$ cat src/rtl/keypad_scanner.sv
// 4x4 matrix keypad scanner: drives one-hot rows, synchronizes and debounces the
// columns, and emits one key code pulse per debounced press.
module keypad_scanner #(
    parameter int SCAN_DIV   = 16,
    parameter int DEB_CYCLES = 64
) (
    input  logic       clk,
    input  logic       n_reset,
    input  logic [3:0] columnas,
    output logic [3:0] filas,
    output logic [3:0] tecla,
    output logic       tecla_valida,
    output logic       tecla_presionada
);

    localparam int SW = (SCAN_DIV > 1) ? $clog2(SCAN_DIV) : 1;
    localparam int DW = (DEB_CYCLES > 1) ? $clog2(DEB_CYCLES) : 1;
    localparam logic [SW-1:0] SCAN_LAST = SW'(SCAN_DIV - 1);
    localparam logic [DW-1:0] DEB_LAST  = DW'(DEB_CYCLES - 1);

    localparam logic [1:0] ST_SCAN      = 2'd0;
    localparam logic [1:0] ST_DEB_PRESS = 2'd1;
    localparam logic [1:0] ST_PRESSED   = 2'd2;
    localparam logic [1:0] ST_DEB_REL   = 2'd3;

    logic [1:0]    r_state;
    logic [SW-1:0] r_scan_cnt;
    logic [DW-1:0] r_deb_cnt;
    logic [3:0]    r_sync1;
    logic [3:0]    r_col_s;
    logic [3:0]    r_cap;
    logic [3:0]    r_filas;
    logic [3:0]    r_tecla;
    logic          r_valida;
    logic          r_presionada;
    logic          w_cap_onehot;
    logic [3:0]    w_code;

    function automatic logic [1:0] oh2idx(input logic [3:0] oh);
        logic [1:0] idx;
        case (oh)
            4'b0001: idx = 2'd0;
            4'b0010: idx = 2'd1;
            4'b0100: idx = 2'd2;
            default: idx = 2'd3;
        endcase
        return idx;
    endfunction

    // Row-major keypad legend; row 3 carries '*'=E, '0', '#'=F, 'D'.
    function automatic logic [3:0] key_map(input logic [3:0] row_oh, input logic [3:0] col_oh);
        logic [3:0] code;
        case ({oh2idx(row_oh), oh2idx(col_oh)})
            4'h0: code = 4'h1;
            4'h1: code = 4'h2;
            4'h2: code = 4'h3;
            4'h3: code = 4'hA;
            4'h4: code = 4'h4;
            4'h5: code = 4'h5;
            4'h6: code = 4'h6;
            4'h7: code = 4'hB;
            4'h8: code = 4'h7;
            4'h9: code = 4'h8;
            4'hA: code = 4'h9;
            4'hB: code = 4'hC;
            4'hC: code = 4'hE;
            4'hD: code = 4'h0;
            4'hE: code = 4'hF;
            default: code = 4'hD;
        endcase
        return code;
    endfunction

    function automatic logic [3:0] rotl(input logic [3:0] f);
        return {f[2:0], f[3]};
    endfunction

    assign w_cap_onehot = (r_cap != 4'b0000) && ((r_cap & (r_cap - 4'b0001)) == 4'b0000);
    assign w_code       = key_map(r_filas, r_cap);

    always_ff @(posedge clk or negedge n_reset) begin
        if (!n_reset) begin
            r_state      <= ST_SCAN;
            r_scan_cnt   <= '0;
            r_deb_cnt    <= '0;
            r_sync1      <= 4'b0000;
            r_col_s      <= 4'b0000;
            r_cap        <= 4'b0000;
            r_filas      <= 4'b0001;
            r_tecla      <= 4'h0;
            r_valida     <= 1'b0;
            r_presionada <= 1'b0;
        end else begin
            r_sync1  <= columnas;
            r_col_s  <= r_sync1;
            r_valida <= 1'b0;
            case (r_state)
                ST_SCAN: begin
                    // Column lines need a few cycles to settle after a row change,
                    // so they are only judged at the end of each row slot.
                    if (r_scan_cnt == SCAN_LAST) begin
                        r_scan_cnt <= '0;
                        if (r_col_s == 4'b0000) begin
                            r_filas <= rotl(r_filas);
                        end else begin
                            r_cap     <= r_col_s;
                            r_deb_cnt <= '0;
                            r_state   <= ST_DEB_PRESS;
                        end
                    end else begin
                        r_scan_cnt <= r_scan_cnt + 1'b1;
                    end
                end
                ST_DEB_PRESS: begin
                    if (r_col_s != r_cap) begin
                        r_scan_cnt <= '0;
                        r_deb_cnt  <= '0;
                        r_state    <= ST_SCAN;
                    end else if (r_deb_cnt == DEB_LAST) begin
                        r_deb_cnt <= '0;
                        r_state   <= ST_PRESSED;
                        // Chords within a row are swallowed: wait for release silently.
                        if (w_cap_onehot) begin
                            r_tecla      <= w_code;
                            r_valida     <= 1'b1;
                            r_presionada <= 1'b1;
                        end
                    end else begin
                        r_deb_cnt <= r_deb_cnt + 1'b1;
                    end
                end
                ST_PRESSED: begin
                    if (r_col_s == 4'b0000) begin
                        r_deb_cnt <= '0;
                        r_state   <= ST_DEB_REL;
                    end
                end
                ST_DEB_REL: begin
                    if (r_col_s != 4'b0000) begin
                        r_deb_cnt <= '0;
                        r_state   <= ST_PRESSED;
                    end else if (r_deb_cnt == DEB_LAST) begin
                        r_deb_cnt    <= '0;
                        r_scan_cnt   <= '0;
                        r_presionada <= 1'b0;
                        r_filas      <= rotl(r_filas);
                        r_state      <= ST_SCAN;
                    end else begin
                        r_deb_cnt <= r_deb_cnt + 1'b1;
                    end
                end
                default: begin
                    r_scan_cnt <= '0;
                    r_deb_cnt  <= '0;
                    r_state    <= ST_SCAN;
                end
            endcase
        end
    end

    assign filas            = r_filas;
    assign tecla            = r_tecla;
    assign tecla_valida     = r_valida;
    assign tecla_presionada = r_presionada;

endmodule

$ cat config.mk
export PLATFORM = sky130hd
export DESIGN_NAME = keypad_scanner
export DESIGN_NICKNAME = d
export VERILOG_FILES = /design/src/rtl/keypad_scanner.sv
export SDC_FILE = /design/constraint.sdc
export NUM_CORES = 1
export LEC_CHECK = 0
export BUFFER_PORTS_ARGS = -buffer_cell sky130_fd_sc_hd__clkbuf_2
export CORE_MARGIN = 5
export CORE_UTILIZATION = 52
export CTS_CLUSTER_DIAMETER = 40
export CTS_CLUSTER_SIZE = 28
export DETAILED_ROUTE_END_ITERATION = 8
export PLACE_DENSITY = 0.82
export SETUP_SLACK_MARGIN = 0.2
export SLEW_MARGIN = 20
export SYNTH_ARGS = -nofsm -noshare
export SYNTH_HDL_FRONTEND = slang
export SYNTH_SLANG_ARGS = --single-unit
$ cat constraint.sdc
create_clock -name clk -period 2.1 [get_ports clk]
set_input_delay 0.21 -clock clk [delete_from_list [all_inputs] [get_ports clk]]
set_output_delay 0.21 -clock clk [all_outputs]
set_load 0.02 [all_outputs]
* Yosys cells after proc, flatten, opt, wreduce, memory -nomap -nowiden
Memories as Yosys holds them, arrays and structs flattened. A register that Yosys moved wholly into a read port is not among the register bits.
Index checks and enable logic that the tools add are counted.
** Word-level totals
- Register bits :: 30
- Bits in read-only memories :: 64
- Memories kept :: 1
- Output and inout bits :: 10
- Word-level logic and storage cells :: 94
- Input port bits :: 6
** Memories
- (no name shown) :: words 16, width 4, read ports 1, clocked after memory_dff 1, wr ports 0, line 53 : case ({oh2idx(row_oh), oh2idx(col_oh)})
** Cells by class
- Reduce and logical (&&, ||, !) cells :: 17
- Muxes and demuxes :: 37
- Eq/ne operators :: 24
- Add/subtract/negate cells :: 3
- Bitwise logic cells :: 3
** Operator list (number)
- $mux 6 :: 6
- $mux 4 :: 8
- $pmux 6 s4 :: 1
- $ne 2x2->1 const B :: 10
- $mux 2 :: 7
- $pmux 2 s3 :: 2
- $pmux 4 s3 :: 1
- $reduce_and 5->1 :: 2
- $mux 1 :: 9
- $eq 4x1->1 const B :: 2
- $eq 4x2->1 const B :: 2
- $eq 4x3->1 const B :: 2
- $logic_not 4->1 :: 2
- $pmux 2 s4 :: 1
- $pmux 4 s2 :: 1
- $reduce_and 4->1 :: 2
- $reduce_bool 4->1 :: 2
- $add 6x1->6 const B :: 1
- $eq 6x6->1 const B :: 1
- $ne 3x3->1 const B :: 2
- $reduce_and 3->1 :: 2
- $reduce_and 6->1 :: 1
- $add 4x1->4 const B :: 1
- $and 4x4->4 :: 1
- other kinds (12) :: 15

* Longest topological paths before layout
- Depth after elaboration :: 8
- Depth in mapped cells :: 7
- Depth with buffers taken out :: 7

* Worst setup path after synthesis
Ideal clock, no wire load.
- Path type :: flip-flop to flip-flop
- Start :: reg r_cap[0]
- End :: reg r_tecla[1], in the netlist tecla[1]
- Period minus slack after synthesis :: 2158 ps
- Path slack :: -58 ps
- Stages on the path, launching flop included :: 8
- Data arrival time :: 2033 ps
- Required time :: 1975 ps
- Library setup time :: 125 ps
- Path buffers :: 0
- Path through :: dfrtp_1 > nor4b_1 > inv_1 > ha_1 > and2_2 > a2111oi_0 > a21oi_1 > mux2_2
** On the way
- Word-level cells in the longest chain between the ends :: 5
** Ends and longest elaborated chain
- from (decl) :: line 31 : logic [3:0] r_cap;
- from (signal assigned) :: line 106 : r_cap <= r_col_s;
- $sub 4x1->4 :: line 78 : assign w_cap_onehot = (r_cap != 4'b0000) && ((r_cap & (r_cap - 4'b0001)) == 4'b0000);
- $and 4x4->4 :: line 78
- $logic_not 4->1 :: line 78
- $logic_and 1x1->1 :: line 78
- $reduce_and 4->1 (no source line)
- to (decl) :: line 33 : logic [3:0] r_tecla;
Parallel ways exist; a longest one is shown, timed or not.
A chain may end at the register's enable or synchronous reset.

* Worst setup path in the final report
- Start :: reg r_cap[0]
- End :: reg r_tecla[0], in the netlist tecla[0]
The elaborated chain is that of the path after synthesis.

==> run metrics <==
status finished, violations left; unrepaired setup endpoints after global routing yes; largest net degree at the start of global routing 35; Yosys top cell by area dfrtp_1; library cells used by synthesis 41; first-pass iteration count of the detailed router 4; complex-gate fraction of the synthesized area 0.130; vias in the first global route 1381; relative slew slack 0.443; Int Power 1.62 mW; Routability Congestion 0.766; switch share 0.353; Clock transition at path regs 120 ps; Netlist Area Pre-Place 0.00167 mm²; Via density 5.95; total gr overflow 0; final hold violation count 0; Clk Latency, worst-skew pair 340 ps; CTS tree yes; FP Rows 20; most common cell in the netlist dfrtp_1; DRC violations left 0; Most used DFF post-synth dfrtp_1; Slew Viols, Final 0; failing checks setup timing; cts bufs inserted 5; CTS Root Cell clkbuf_4; synth-to-layout area growth 43.2%; diode count 0; largest family of logic cells by synthesized area simple AND/OR/NAND/NOR gates; Tmin final 2100 ps; Seq/Total Area, Yosys 0.510; Crit path arrival time 2340 ps; Synth Area in Simple Gates 0.156; Die X 66.7 µm; crit end category flip-flop; Leak Pwr 1.04 nW; peak supply drop 0.000727 V; Longest Clk Path Bufs 2; 1st-iter DRT viols 85; syn_nets 158; Crit path required time 2340 ps; Ys Warns 0; pre-CTS setup slack 9.17 ps; CP Cell Sequence nor4b_4, inv_2, ha_4, a21oi_4, mux2i_1, o31ai_1, mux2_4; full die area 0.00445 mm²; Mapped Cells 148; Routed Antenna Nets 0; clk sinks 34; placed instance count 208; core area 0.00308 mm²; Post-synth EDFFs 0; IO buf count 15; asr flop ratio synth 1.00; Boundary Pins 16; Clock Skews 11.2 ps; WL final 4.38 mm; Post-synth top cells dfrtp_1, mux2_2, nand2_1; DR vias 1476; critical path depth in cells 7; Hold Worst Slack 366 ps; Yosys top cell area share 0.494; Pwr Density 1040 mW/mm²; syn_area_per_cell 11.3 µm²; worst setup margin -3.47 ps; Worst Hold Class flip-flop to flip-flop; Initial Utilization 0.543; power share of the combinational group 0.432; Setup Viol. Count Final 1; die height 66.7 µm; Critical Path Start Type flip-flop; NumNets Final 213; WL/cell 17.6 µm; worst setup path category flip-flop to flip-flop; Fmax 0.475 GHz; DP HPWL 2.27 mm; first-pass GRT wire length 6.18 mm; fin crit share 1.00; Slew @ Worst Pin 835 ps; post-layout util 0.778; Clk pwr share 0.193; overall power 2.50 mW; worst path buffer plus inverter count 1; fraction of layout cells with a size suffix above 1 0.495; Seq pwr share 0.375; final non-filler cell total 248; synth top area cells dfrtp_1, mux2_2, xnor2_1; R2R cell count 7; NetSw 0.882 mW; CP max stage cell dfrtp_2; Adder-Cell Fraction of Synth Area 0.0299; flops & latches, synth 34; XOR/XNOR Fraction of Synth Area 0.0367; hold path depth 0; Clock H-tree levels 2; max-cap viol count 0; post-synthesis mux area share 0.118; GRT Util Overall 0.188; critical path fanouts, max 5; number of antenna violations at the first check in global routing 0; crit-path max cell delay 490 ps; family with the most delay on the worst path multiplexers
power groups by stage:
stage                     sequential, mW  combinational [mW]  clock [mW]
after global placement             0.924               0.572           0
after floorplan                    0.905               0.479           0
after global routing               0.949                1.17       0.526
final                              0.938                1.08       0.482
after CTS                          0.912               0.824       0.489
after detailed placement           0.940               0.600           0
worst paths after layout:
check,startpoint,endpoint,slack (ps)
min in group asynchronous,n_reset,tecla[2],490
max in group asynchronous,n_reset,r_col_s[0],1030
worst min register to register,r_sync1[2],r_col_s[2],370
worst max register to register,r_cap[0],tecla[0],-3
worst min-delay path,r_sync1[2],r_col_s[2],370
worst max-delay path,r_cap[0],tecla[0],-3
stage by stage:
step	TNS (ps)	instance area (µm²)
2_1_floorplan	0	1710
3_3_place_gp	0	1860
3_5_place_dp	0	1860
4_1_cts	0	2150
5_1_grt	-245	2390
6_report	-3.47	2390
area by class of cell:
class / instances / area [µm²]
tap: 44 / 55.1
clock inverter: 3 / 45.0
fill: 177 / 684
timing repair buffer: 51 / 359
sequential: 34 / 858
multi-input combinational: 105 / 1020
inverter: 6 / 22.5
clock buffer: 5 / 37.5
routing by layer:
metal | wire (µm) | track usage | vias up
li1 | - | - | 663
met1 | 1720 | 0.195 | 728
met2 | 2220 | 0.340 | 61
met3 | 232 | 0.0489 | 24
met4 | 199 | 0.102 | 0
met5 | 0 | 0 | -
cells in the final DEF, fill, tap and decap left out, types with 5 or more instances in the layout:
cell	instances
buf_4	29
clkbuf_2	15
clkbuf_4	5
dfrtp_1	28
dfrtp_2	5
dlygate4sd3_1	5
mux2_2	8
mux2_4	5
mux2i_1	5
nand2_1	11
nand3_1	6
o21ai_0	9
sequential cells by signal, indices dropped and copies added (netlist names):
signal	cells
tecla_presionada	1
r_cap	4
tecla	4
r_deb_cnt	6
r_scan_cnt	4
r_col_s	4
r_sync1	4
r_state	2
filas	4
tecla_valida	1
logic make-up (layout without fill, tap and decap cells):
kind of cell    count (synthesis)  after routing
compound gates                 32             32
xor+xnor                        7              7
fa+ha+maj                       4              4
buf+inv                         9             65
flops                          34             34
mux                            18             18
simple gates                   44             44
timing repair:
item                                   CTS  global route
endpoints found under the hold margin   37             0
pin swaps                                5            11
buffers inserted                        14            12
hold buffers                             5             0
cloned                                   0             1
setup endpoints to repair               12            20
gates resized for setup                 13            24
(Power assumes the default switching activity.)
